==> src/rtl/temp_pkg.sv <==
// Shared types and constants for the temperature scan controller and the display stage.
package temp_pkg;

    // Round sequencing states.
    typedef enum logic [2:0] {
        IDLE = 3'd0,
        REQ  = 3'd1,
        WAIT = 3'd2,
        DIV  = 3'd3,
        DONE = 3'd4
    } state_t;

    // Result widths seen by the display/encode stage.
    localparam int RESULT_W = 16;
    localparam int COUNT_W  = 8;
    localparam int IDX_W    = 8;

    // Accumulator width that cannot overflow when every sensor reads full scale.
    function automatic int sum_width(input int temp_w, input int nr_sensors);
        return temp_w + $clog2(nr_sensors);
    endfunction

endpackage

==> src/rtl/seq_divider.sv <==
// Restoring shift-subtract divider: one quotient bit per cycle, DW cycles per divide.
// The first iteration is performed on the start cycle itself, so done pulses DW cycles
// after start and quotient/remainder are stable from that cycle on.
module seq_divider
    import temp_pkg::*;
#(
    parameter int DW = 11
) (
    input  logic               clk_i,
    input  logic               rst_n_i,
    input  logic               start_i,
    input  logic [DW-1:0]      dividend_i,
    input  logic [COUNT_W-1:0] divisor_i,
    output logic               done_o,
    output logic [DW-1:0]      quotient_o,
    output logic [COUNT_W-1:0] remainder_o
);

    localparam int IW = $clog2(DW + 1);

    logic [DW-1:0]      quo_r;
    logic [COUNT_W-1:0] rem_r;
    logic [COUNT_W-1:0] div_r;
    logic [IW-1:0]      iter_r;
    logic               done_r;

    logic [DW-1:0]      src_quo_s;
    logic [COUNT_W-1:0] src_rem_s;
    logic [COUNT_W-1:0] src_div_s;
    logic [COUNT_W:0]   shifted_s;
    logic               fits_s;
    logic [DW-1:0]      nxt_quo_s;
    logic [COUNT_W-1:0] nxt_rem_s;

    // One restoring step, taking operands from the inputs on start and from state otherwise.
    always_comb begin
        src_quo_s = quo_r;
        src_rem_s = rem_r;
        src_div_s = div_r;
        if (start_i) begin
            src_quo_s = dividend_i;
            src_rem_s = {COUNT_W{1'b0}};
            src_div_s = divisor_i;
        end else begin
            src_quo_s = quo_r;
        end
        shifted_s = {src_rem_s, src_quo_s[DW-1]};
        fits_s    = (shifted_s >= {1'b0, src_div_s});
        if (fits_s) begin
            nxt_rem_s = COUNT_W'(shifted_s - {1'b0, src_div_s});
        end else begin
            nxt_rem_s = shifted_s[COUNT_W-1:0];
        end
        nxt_quo_s = {src_quo_s[DW-2:0], fits_s};
    end

    // Iteration state: load plus first step on start, then count down the remaining steps.
    always_ff @(posedge clk_i or negedge rst_n_i) begin
        if (!rst_n_i) begin
            quo_r  <= {DW{1'b0}};
            rem_r  <= {COUNT_W{1'b0}};
            div_r  <= {COUNT_W{1'b0}};
            iter_r <= {IW{1'b0}};
            done_r <= 1'b0;
        end else if (start_i) begin
            quo_r  <= nxt_quo_s;
            rem_r  <= nxt_rem_s;
            div_r  <= divisor_i;
            iter_r <= IW'(DW - 1);
            done_r <= 1'b0;
        end else if (iter_r != {IW{1'b0}}) begin
            quo_r  <= nxt_quo_s;
            rem_r  <= nxt_rem_s;
            iter_r <= iter_r - IW'(1);
            done_r <= (iter_r == IW'(1));
        end else begin
            done_r <= 1'b0;
        end
    end

    assign done_o      = done_r;
    assign quotient_o  = quo_r;
    assign remainder_o = rem_r;

endmodule

==> src/rtl/temp_scan_controller.sv <==
// One temperature round: polls every sensor over req/ack, accumulates active readings,
// divides sum by active count and publishes the mean with a done pulse.
module temp_scan_controller
    import temp_pkg::*;
#(
    parameter int NR_SENSORS  = 8,
    parameter int TEMP_W      = 8,
    parameter int TIMEOUT_CYC = 15
) (
    input  logic                clk_i,
    input  logic                rst_n_i,
    input  logic                start_i,
    output logic                busy_o,
    output logic                sensor_req_o,
    output logic [IDX_W-1:0]    sensor_idx_o,
    input  logic                sensor_ack_i,
    input  logic                sensor_en_i,
    input  logic [TEMP_W-1:0]   sensor_temp_i,
    output logic [RESULT_W-1:0] temp_Q_o,
    output logic [RESULT_W-1:0] temp_R_o,
    output logic [COUNT_W-1:0]  active_sensors_nr_o,
    output logic                no_sensor_o,
    output logic                done_o
);

    localparam int SUM_W = sum_width(TEMP_W, NR_SENSORS);
    localparam int TMO_W = $clog2(TIMEOUT_CYC + 1);
    localparam logic [IDX_W-1:0] LAST_IDX = IDX_W'(NR_SENSORS - 1);
    // The wait cycle in which this count is held is the last one allowed for an ack.
    localparam logic [TMO_W-1:0] TMO_LAST = TMO_W'(TIMEOUT_CYC - 1);

    state_t              state_r;
    logic [SUM_W-1:0]    sum_r;
    logic [COUNT_W-1:0]  count_r;
    logic [IDX_W-1:0]    idx_r;
    logic [TMO_W-1:0]    tmo_r;
    logic                busy_r;
    logic                req_r;
    logic                done_r;
    logic                div_issued_r;
    logic [RESULT_W-1:0] q_r;
    logic [RESULT_W-1:0] r_r;
    logic [COUNT_W-1:0]  nr_r;
    logic                no_sensor_r;

    logic                div_start_s;
    logic                div_done_s;
    logic [SUM_W-1:0]    div_q_s;
    logic [COUNT_W-1:0]  div_r_s;

    // Kick the divider exactly once, on the first DIV cycle, when there is something to divide.
    assign div_start_s = (state_r == DIV) && !div_issued_r && (count_r != {COUNT_W{1'b0}});

    seq_divider #(
        .DW (SUM_W)
    ) u_divider (
        .clk_i       (clk_i),
        .rst_n_i     (rst_n_i),
        .start_i     (div_start_s),
        .dividend_i  (sum_r),
        .divisor_i   (count_r),
        .done_o      (div_done_s),
        .quotient_o  (div_q_s),
        .remainder_o (div_r_s)
    );

    // Round FSM with the accumulator, sensor index, timeout counter and result registers.
    always_ff @(posedge clk_i or negedge rst_n_i) begin
        if (!rst_n_i) begin
            state_r      <= IDLE;
            sum_r        <= {SUM_W{1'b0}};
            count_r      <= {COUNT_W{1'b0}};
            idx_r        <= {IDX_W{1'b0}};
            tmo_r        <= {TMO_W{1'b0}};
            busy_r       <= 1'b0;
            req_r        <= 1'b0;
            done_r       <= 1'b0;
            div_issued_r <= 1'b0;
            q_r          <= {RESULT_W{1'b0}};
            r_r          <= {RESULT_W{1'b0}};
            nr_r         <= {COUNT_W{1'b0}};
            no_sensor_r  <= 1'b0;
        end else begin
            case (state_r)
                IDLE: begin
                    done_r <= 1'b0;
                    if (start_i) begin
                        sum_r        <= {SUM_W{1'b0}};
                        count_r      <= {COUNT_W{1'b0}};
                        idx_r        <= {IDX_W{1'b0}};
                        busy_r       <= 1'b1;
                        req_r        <= 1'b1;
                        div_issued_r <= 1'b0;
                        state_r      <= REQ;
                    end
                end
                REQ: begin
                    req_r   <= 1'b0;
                    tmo_r   <= {TMO_W{1'b0}};
                    state_r <= WAIT;
                end
                WAIT: begin
                    // An ack in the final allowed cycle still counts.
                    if (sensor_ack_i || (tmo_r == TMO_LAST)) begin
                        if (sensor_ack_i && sensor_en_i) begin
                            sum_r   <= sum_r + SUM_W'(sensor_temp_i);
                            count_r <= count_r + COUNT_W'(1);
                        end
                        if (idx_r == LAST_IDX) begin
                            state_r <= DIV;
                        end else begin
                            idx_r   <= idx_r + IDX_W'(1);
                            req_r   <= 1'b1;
                            state_r <= REQ;
                        end
                    end else begin
                        tmo_r <= tmo_r + TMO_W'(1);
                    end
                end
                DIV: begin
                    if (count_r == {COUNT_W{1'b0}}) begin
                        q_r         <= {RESULT_W{1'b0}};
                        r_r         <= {RESULT_W{1'b0}};
                        nr_r        <= {COUNT_W{1'b0}};
                        no_sensor_r <= 1'b1;
                        done_r      <= 1'b1;
                        state_r     <= DONE;
                    end else if (!div_issued_r) begin
                        div_issued_r <= 1'b1;
                    end else if (div_done_s) begin
                        q_r         <= RESULT_W'(div_q_s);
                        r_r         <= RESULT_W'(div_r_s);
                        nr_r        <= count_r;
                        no_sensor_r <= 1'b0;
                        done_r      <= 1'b1;
                        state_r     <= DONE;
                    end
                end
                DONE: begin
                    done_r  <= 1'b0;
                    busy_r  <= 1'b0;
                    state_r <= IDLE;
                end
                default: begin
                    busy_r  <= 1'b0;
                    req_r   <= 1'b0;
                    done_r  <= 1'b0;
                    state_r <= IDLE;
                end
            endcase
        end
    end

    assign busy_o              = busy_r;
    assign sensor_req_o        = req_r;
    assign sensor_idx_o        = idx_r;
    assign temp_Q_o            = q_r;
    assign temp_R_o            = r_r;
    assign active_sensors_nr_o = nr_r;
    assign no_sensor_o         = no_sensor_r;
    assign done_o              = done_r;

endmodule

==> config.mk <==
export PLATFORM = sky130hd
export DESIGN_NAME = temp_scan_controller
export DESIGN_NICKNAME = d
export VERILOG_FILES = /design/src/rtl/temp_pkg.sv /design/src/rtl/seq_divider.sv /design/src/rtl/temp_scan_controller.sv
export SDC_FILE = /design/constraint.sdc
export NUM_CORES = 1
export LEC_CHECK = 0
export ABC_AREA = 1
export CAP_MARGIN = 20
export CORE_ASPECT_RATIO = 0.6
export CORE_MARGIN = 5
export CORE_UTILIZATION = 35
export DETAILED_ROUTE_END_ITERATION = 16
export PLACE_DENSITY = 0.52
export SLEW_MARGIN = 20
export SYNTH_ARGS = -nofsm -noshare
export SYNTH_HDL_FRONTEND = slang
export SYNTH_SLANG_ARGS = --single-unit
export TNS_END_PERCENT = 20
==> constraint.sdc <==
create_clock -name clk_i -period 4.6 [get_ports clk_i]
set_clock_uncertainty 0.1 [all_clocks]
set_input_delay 1.15 -clock clk_i [delete_from_list [all_inputs] [get_ports clk_i]]
set_output_delay 1.15 -clock clk_i [all_outputs]
set_load 0.01 [all_outputs]
Yosys cells after proc, flatten, opt, wreduce, memory -nomap -nowiden
Cells that the tools add are included.
{"block": "totals", "output_inout_bits": 52, "wordCells": 126, "reg_bits": 111, "input_bits": 13}
{"block": "classes", "muxes": 56, "addsub": 6, "n_reduce_logical": 27, "magnitude_cmp": 1, "bitwise_logic": 3, "eq_ne": 15}
{"op": "2-to-1 mux 8 bit", "n": 13}
{"op": "2-to-1 mux 16 bit", "n": 6}
{"op": "2-to-1 mux 11 bit", "n": 6}
{"op": "case mux 8 bit (2 select lines)", "n": 2}
{"op": "case mux 11 bit (2 select lines)", "n": 1}
{"op": "adder 8 x 1 -> 8 bit (second input constant)", "n": 2}
{"op": "AND reduction 4 bit", "n": 4}
{"op": "2-to-1 mux 3 bit", "n": 5}
{"op": "2-to-1 mux 1 bit", "n": 13}
{"op": "2-to-1 mux 4 bit", "n": 3}
{"op": "!= test 2 bit (second input constant)", "n": 6}
{"op": "case mux 3 bit (4 select lines)", "n": 1}
{"op": "nonzero test 2 bit", "n": 6}
{"op": "adder 11 x 8 -> 11 bit", "n": 1}
{"op": ">= comparator 9 x 8 -> 1 bit", "n": 1}
{"op": "AND reduction 3 bit", "n": 3}
{"op": "equality test 8 x 3 -> 1 bit (second input constant)", "n": 1}
{"op": "logical NOT 8 bit", "n": 1}
{"op": "case mux 4 bit (2 select lines)", "n": 1}
{"op": "nonzero test 8 bit", "n": 1}
{"op": "subtractor 8 bit", "n": 1}
{"op": "equality test 3 x 2 -> 1 bit (second input constant)", "n": 2}
{"op": "case mux 1 bit (2 select lines)", "n": 3}
{"op": "adder 4 x 1 -> 4 bit (second input constant)", "n": 1}
{"op": "other kinds (18)", "n": 24}

Depth between registers and ports, before layout
{"block": "logic_depth", "word_depth": 8, "ltp_mapped": 21, "ltp_nobuf": 20}

Modules after synthesis
A second synthesis with hierarchy kept.
{"block": "hier_totals", "hier_cells": 707, "area_unflattened_um2": 5632.9}
{"mod": "temp_scan_controller", "seq_area_each_um2": 1651.6, "area_per_inst_um2": 3612.2, "n_inst": 1, "cells_each": 450}
{"mod": "seq_divider", "seq_area_each_um2": 800.8, "area_per_inst_um2": 2020.7, "n_inst": 1, "cells_each": 257}

Worst setup path before layout
No wires, ideal clock.
{"block": "synth_path", "kind": "reg-to-reg", "from": "register count_r[0]", "to": "register u_divider.rem_r[4], in the netlist u_divider.remainder_o[4]", "setup_time_ns": 0.116, "stages_incl_launch_ff": 22, "t_required_ns": 4.384, "arrival_time_ns": 2.596, "n_path_buf": 1, "path_slack_ns": 1.787, "path_cell_list": "dfrtp_1 > inv_1 > ha_1 > nand4_4 > nand2_1 > inv_1 > buf_2 > or2_2 > o21ai_2 > ha_1 > nand2_1 > inv_1 > nand2_1 > nand3_1 > nand2_1 > nand2_1 > nand2_2 > nand2_4 > nand2_1 > nand2_1 > nand2_1 > nand2_1"}
{"block": "synth_via", "elab_chain_len": 7, "word_cells_on_any_way": 11, "classes_between": "add/sub: 1; order compare: 1; mux: 6; reduce/logical: 3"}
{"item": "from (decl)", "line": "temp_scan_controller.sv:34", "rtl": "logic [COUNT_W-1:0] count_r;"}
{"item": "from (signal assigned)", "line": "temp_scan_controller.sv:72", "rtl": "count_r <= {COUNT_W{1'b0}};"}
{"item": "from (signal assigned)", "line": "temp_scan_controller.sv:89", "rtl": "count_r <= {COUNT_W{1'b0}};"}
{"item": "from (signal assigned)", "line": "temp_scan_controller.sv:107", "rtl": "count_r <= count_r + COUNT_W'(1);"}
{"item": "nonzero test 8 bit", "line": "temp_scan_controller.sv:52", "rtl": "assign div_start_s = (state_r == DIV) && !div_issued_r && (count_r != {COUNT_W{1'b0}});"}
{"item": "logical AND 1 bit", "line": "temp_scan_controller.sv:52"}
{"item": "2-to-1 mux 11 bit (tied with other cells)", "line": "seq_divider.sv:40", "rtl": "if (start_i) begin"}
{"item": "subtractor 8 bit or >= comparator 9 x 8 -> 1 bit (tied branches)", "line": "seq_divider.sv:50, seq_divider.sv:48"}
{"item": "2-to-1 mux 8 bit", "line": "seq_divider.sv:49", "rtl": "if (fits_s) begin"}
{"item": "2-to-1 mux 8 bit", "line": "seq_divider.sv:71", "rtl": "end else if (iter_r != {IW{1'b0}}) begin"}
{"item": "2-to-1 mux 8 bit", "line": "seq_divider.sv:65", "rtl": "end else if (start_i) begin"}
{"item": "to (signal assigned)", "line": "seq_divider.sv:61", "rtl": "rem_r <= {COUNT_W{1'b0}};"}
{"item": "to (signal assigned)", "line": "seq_divider.sv:67", "rtl": "rem_r <= nxt_rem_s;"}
{"item": "to (signal assigned)", "line": "seq_divider.sv:73", "rtl": "rem_r <= nxt_rem_s;"}
{"item": "to (decl)", "line": "seq_divider.sv:22", "rtl": "logic [COUNT_W-1:0] rem_r;"}
Several ways; a longest one is shown, not always the timed one. The select of a mux whose other input is x is not followed.
A chain may end at the register's enable or synchronous reset.

Worst setup path in the final report
{"block": "layout_path", "from": "register count_r[0]", "to": "register u_divider.rem_r[5], in the netlist u_divider.remainder_o[5]"}
The elaborated chain is that of the path after synthesis.

==> reports/summary.txt <==
Status -> finished, final reports clean
Slew HR -> 51.2%
Xor/xnor cell area share of the yosys netlist -> 2.31%
Rows -> 34
Int Power -> 2610 uW
Post-CTS Hold Buffers -> 0
Clk sinks -> 98
Gp weighted congestion -> 0.853
Post-CTS Setup Bufs -> 0
Register Area -> 0.00245 mm^2
Final slew viol count -> 0
Post-Layout Cell Count -> 893
Syn Area/Cell -> 8.30 um^2
Gr usage total -> 15.6%
Die area -> 0.0178 mm^2
Design Power -> 4800 uW
Initial antenna violation count -> 0
Crit path from -> count_r[0]
Post-Synth Adder-Cell Area -> 6.18%
Synthesized area -> 0.00531 mm^2
WS Path Type -> flop to flop
Layout cell share with drive strength beyond 1 -> 7.77%
Detailed Route WL -> 13.6 mm
Post-synth ARST share -> 100%
Setup Viol. Count Final -> 0
Main combinational cell family by area after synthesis -> simple AND/OR/NAND/NOR gates
Reg2reg start -> count_r[0]
Skew-Pair Late Insertion Delay -> 0.34 ns
RSZ-0062 raised after global routing -> false
Critical path required time -> 4.73 ns
Post-DR wirelength/cell -> 15.2 um
CTS tree -> built
Nature of the critical path startpoint -> flop
CTS Buf Count -> 9
Global-route wire length before repair -> 22.2 mm
H-tree levels -> 3
Register area share after synthesis -> 46.2%
Reg power frac -> 29.1%
Commonest cells after routing, fill and taps aside -> nand2_1, dfrtp_1, inv_1
Switching Share -> 45.6%
Final hold violations -> 0
CP endpoint kind -> flop
Min cycle time layout -> 3.37 ns
Vias in the first global route -> 4150
PortBufs -> 51
Overflow after GRT -> 0
Detailed Place HPWL -> 10.1 mm
Complex-gate fraction of the synthesized area -> 11.1%
Synth Area in Simple Gates -> 24.4%
Post-CTS sizing -> 0
Placed cells -> 878
Highest clock rate -> 0.297 GHz
Comb pwr share -> 53.6%
Cells after synthesis -> 639
Max cap viols -> 0
Clk buf depth -> 2
Number of vias per cell -> 4.75
Root buf cell -> clkbuf_16
Min-delay src -> temp_R_o[7]
IO Count -> 65
Clock power frac -> 17.3%
Synth warn -> 0
Clock slew at reported path FFs -> 0.07 ns
Area occupied by multi-input gates -> 0.00238 mm^2
Core box area -> 0.0147 mm^2
Distinct cells, synth -> 46
Peak supply drop -> 0.000246 V
Post-DRT Antenna Nets -> 0
First-pass iteration count of the detailed router -> 4
Post-synthesis mux area share -> 0%
Initial Util -> 36.2%
Vias post-DR -> 4240
Layout Nets -> 729
Die H -> 105 um
Die W -> 169 um
Static Leak -> 0.00316 uW
Number of synthesized flops with an enable pin -> 0
Reg2Reg Setup Slack -> 1.23 ns
Largest net degree at the start of global routing -> 45
Period utilisation layout -> 73.2%
Worst Tran Pin Value -> 0.730 ns
Violation count after the first detailed-route iteration -> 305
CP max FO -> 16
# fillers -> 1460
Area Growth Syn to Fin -> 18.7%
Post-synth top flop -> dfrtp_1
Setup TNS Final -> 0 ns
Diodes inserted -> 0
# DRC -> 0
Final hold slack -> 0.373 ns
Commonest non-fill, non-tap cell in the layout -> nand2_1
Switch Pwr -> 2190 uW
Cell area power density -> 763 mW/mm^2
Crit path DAT -> 3.49 ns
Post-synthesis register bit count -> 98
Class of the tightest hold or removal check -> flop to flop
==> worst paths after layout <==
kind,cells after the start,end
min,2,temp_R_o[7]
max,18,u_divider.remainder_o[5]
max reg2reg,18,u_divider.remainder_o[5]
max in group asynchronous,2,temp_R_o[4]
min in group asynchronous,1,tmo_r[2]
min reg2reg,2,temp_R_o[7]
==> registers in the layout, summed over array words and instances (netlist names), 3 cells and up <==
register / flops
active_sensors_nr_o: 8
temp_Q_o: 11
state_r: 3
sensor_idx_o: 8
u_divider.iter_r: 4
u_divider.remainder_o: 8
count_r: 8
u_divider.div_r: 8
tmo_r: 4
sum_r: 11
u_divider.quotient_o: 11
temp_R_o: 8
==> critical path: stages, from the launching register on <==
cell and delay [ns]:
dfrtp_1 0.40, inv_1 0.09, ha_1 0.23, nand4_4 0.14, nand2_1 0.08, inv_1 0.43
or2_2 0.20, o21ai_0 0.11, ha_1 0.39, a21oi_1 0.21, nand3_1 0.16, nand2_1 0.09
nand2_1 0.06, nand2_2 0.17, nand2_4 0.12, nand2_1 0.08, nand2_1 0.05, nand2_1 0.05
nand2_1 0.07
==> Yosys cell counts, drive strengths merged, types with 2 or more instances <==
cell / n / area, um^2
a21o: 3 / 22.5
o22ai: 6 / 37.5
inv: 93 / 352
nand2: 155 / 607
o21ai: 52 / 264
fa: 2 / 40.0
o211ai: 2 / 15.0
ha: 23 / 288
or2: 9 / 56.3
and3: 2 / 12.5
o221ai: 8 / 70.1
xor2: 10 / 87.6
xnor2: 4 / 35.0
nor2: 41 / 184
clkbuf: 4 / 15.0
dfrtp: 98 / 2450
nor3: 8 / 40.0
a21oi: 23 / 126
buf: 22 / 149
nand3: 53 / 295
nand4: 10 / 77.6
==> stage by stage <==
stage | area [um^2] | setup WS (ns) | utilization (%)
floorplan | 5350 | 1.79 | -
global placement | 5970 | 1.37 | 40.7
detailed placement | 5970 | 1.28 | 40.7
CTS | 6300 | 1.26 | 42.9
global route | 6300 | 0.942 | 42.9
finish | 6300 | 1.23 | 42.9
==> routing by layer <==
metal  track usage (%)  vias to the layer above  part of all wire (%)
li1                  -                     2152                     -
met1              24.7                     1996                    55
met2              21.9                       79                    40
met3              3.37                       13                   3.8
met4              2.66                        0                   1.0
met5                 0                        -                     0
==> cell families (layout without fill, tap and decap cells) <==
kind of cell | after synthesis | count (layout)
and+or+nand+nor | 281 | 281
DFF | 98 | 98
AOI/OAI and AO/OA | 101 | 101
buffers and inverters | 119 | 163
other | 1 | 13
adders and majority gates | 25 | 25
xor gates and xnor gates | 14 | 14
==> power groups by stage <==
| stage | clock network (uW) | registers [uW] | logic (uW) |
|---|---|---|---|
| final | 833 | 1400 | 2570 |
| after global routing | 888 | 1430 | 2940 |
| after CTS | 856 | 1390 | 2570 |
| after detailed placement | 0 | 1410 | 2550 |
| after global placement | 0 | 1400 | 2570 |
| after floorplan | 0 | 1380 | 1830 |
==> cell type report <==
cell class,instances,share of cell area [%]
Tap cell,198,3.93
Multi-Input combinational cell,434,37.9
Sequential cell,98,38.9
Inverter,93,5.58
Clock inverter,5,1.35
Timing Repair Buffer,55,8.54
Clock buffer,10,3.79
(Power assumes the default switching activity.)
==> edit (same settings) <==
The 5 states of `state_t` get a one-hot encoding in 5 bits.
--- a/src/rtl/temp_pkg.sv
+++ b/src/rtl/temp_pkg.sv
@@ -3,10 +3,10 @@
 
     // Round sequencing states.
-    typedef enum logic [2:0] {
-        IDLE = 3'd0,
-        REQ  = 3'd1,
-        WAIT = 3'd2,
-        DIV  = 3'd3,
-        DONE = 3'd4
+    typedef enum logic [4:0] {
+        IDLE = 5'b00001,
+        REQ  = 5'b00010,
+        WAIT = 5'b00100,
+        DIV  = 5'b01000,
+        DONE = 5'b10000
     } state_t;
 
Check against the original RTL: same outputs for any inputs over 10 cycles, from zero or initial values and one cycle with rst_n_i low; not proved beyond that.
==> edit against the unedited design <==
Setup slack improved by 0.019 ns; highest routed layer unchanged; sequential cell count grew 2; design area is 4.3% higher; routed wire length grew 8.5%; non-clock buffer count rose by 1; synthesized area increased by 5.8%.
Power is not compared: it rests on default switching activity, and its combinational part moved more than twofold at a synthesized area within 25%.
==> edit: results (changes against the unedited design) <==
stage	metric	value	unit	change
run_status	run status	complete, no violations		
critical_path	cell at the slowest stage of the critical path	o21ai_0		
detailed_routing	routed length per placed instance	15.5	µm	+1.9%
global_routing	global-route usage over all layers	16.0	%	+0.43 points
clock_tree	library cell used as clock root buffer	clkbuf_16		
global_routing	via count of the first global-routing pass	4473		+7.8%
placement	placed wire-length estimate after detailed placement	11100	µm	+9.9%
critical_path	R2R cell count	17		-1
yosys	largest cells by area after synthesis	dfrtp_1 44%, nand2_1 12%, ha_1 5.3%		
yosys	number of distinct standard cells referenced by the synthesized netlist	40		-13%
detailed_routing	number of detailed-route iterations in the first pass	5		+1
detailed_routing	Iteration-0 DRC Markers	373		+22%
critical_path	maximum fanout count along the critical path	20		+4
global_routing	maximum number of pins on one net before global-route repair	60		+33%
yosys	most frequent cells after synthesis	185 x nand2_1, 99 x dfrtp_1, 74 x inv_1		
global_routing	global-route wire length before repair	24000	µm	+7.8%
yosys	proportion of synthesized chip area in sequential cells	44.6	%	-1.6 points
critical_path	Worst R2R Setup Slack	1.25	ns	+0.02 ns
yosys	fraction of the mapped netlist area in compound gates	10.8	%	-0.29 points
layout	share of post-route cells with drive strength above 1	7.76	%	about the same
detailed_routing	DRT Wirelength	14800	µm	+8.5%
placement	number of cells in the design after placement	935		+6.5%
critical_path	R2R Path End	u_divider.remainder_o[5]$_DFFE_PN0P_		
worst_hold_path	worst hold path endpoint	no_sensor_o$_DFFE_PN0P_		
placement	placer congestion estimate	0.928		+8.8%
placement	input/output buffers	51		unchanged
timing	actual transition at the worst max-transition pin	0.798	ns	+0.0682 ns
critical_path	worst path arrival time	3.53	ns	+0.04 ns
power_and_ir_drop	standby leakage power	3.20	nW	
layout	number of filler instances in the final layout	1547		+6.0%
timing	worst hold slack	0.380	ns	+0.00729 ns
yosys	mean post-synth cell area	8.09	µm²	-2.6%
yosys	XOR/XNOR Fraction of Synth Area	2.96	%	+0.65 points
critical_path	Crit path largest cell delay	0.41	ns	-0.02 ns
worst_hold_path	Hold Path Cell Cnt	2		unchanged
worst_hold_path	start point of the worst min-delay path	no_sensor_o$_DFFE_PN0P_		
yosys	adder-cell share of the synthesized area	6.06	%	-0.11 points
detailed_routing	drt via density	4.85		+2.2%
layout	fin nets	782		+7.3%
[edit: cell count changes in the layout (fill, tap and decap cells not counted), moves of 7 or more]
cell,change
nand2_1,+36
inv_1,-14
o221ai_1,-8
nor2_1,+7
o21ai_0,+7
or2_2,-7
[edit: area by class of cell]
cell class | count | area, µm² | area share [%]
clock inverters | 4 | 98.8 | 1.50
flip-flops and latches | 100 | 2500 | 38.1
well taps | 203 | 254 | 3.87
repair buffers | 56 | 546 | 8.30
inverters | 82 | 312 | 4.74
clock buffers | 11 | 233 | 3.54
diodes | 1 | 2.50 | 0.0381
multi-input cells | 494 | 2620 | 39.9
[edit: through the flow]
step | area, µm² | setup WS, ns | utilization (%)
after floorplan | 5660 | 1.67 | -
after global placement | 6230 | 1.33 | 40.1
after detailed placement | 6230 | 1.29 | 40.1
after CTS | 6570 | 1.27 | 42.2
after global routing | 6570 | 0.875 | 42.2
final | 6570 | 1.25 | 42.3
[edit: report_power, final]
| part | internal [W] | total, W | leakage (nW) | switching (W) |
|---|---|---|---|---|
| clock | 0.000531 | 0.000859 | 0.160 | 0.000328 |
| sequential | 0.00103 | 0.00115 | 1.31 | 0.000111 |
| combinational | 0.000404 | 0.00123 | 1.74 | 0.000830 |
| total | 0.00197 | 0.00324 | 3.20 | 0.00127 |
[edit: routing by layer]
metal / track usage [%] / part of all wire, % / up-vias
met1: 25.1 / 55 / 2172
met4: 2.45 / 0.33 / 0
met3: 4.47 / 5.8 / 5
met5: 0 / 0 / -
li1: - / - / 2325
met2: 22.0 / 39 / 114
[edit: kinds of logic (layout without fill, tap and decap cells)]
family	after synthesis	in the layout
compound gates	109	109
buf+inv	112	153
simple gates	327	327
other cells	1	14
fa+ha+maj	26	26
xor+xnor	19	19
flops	100	100
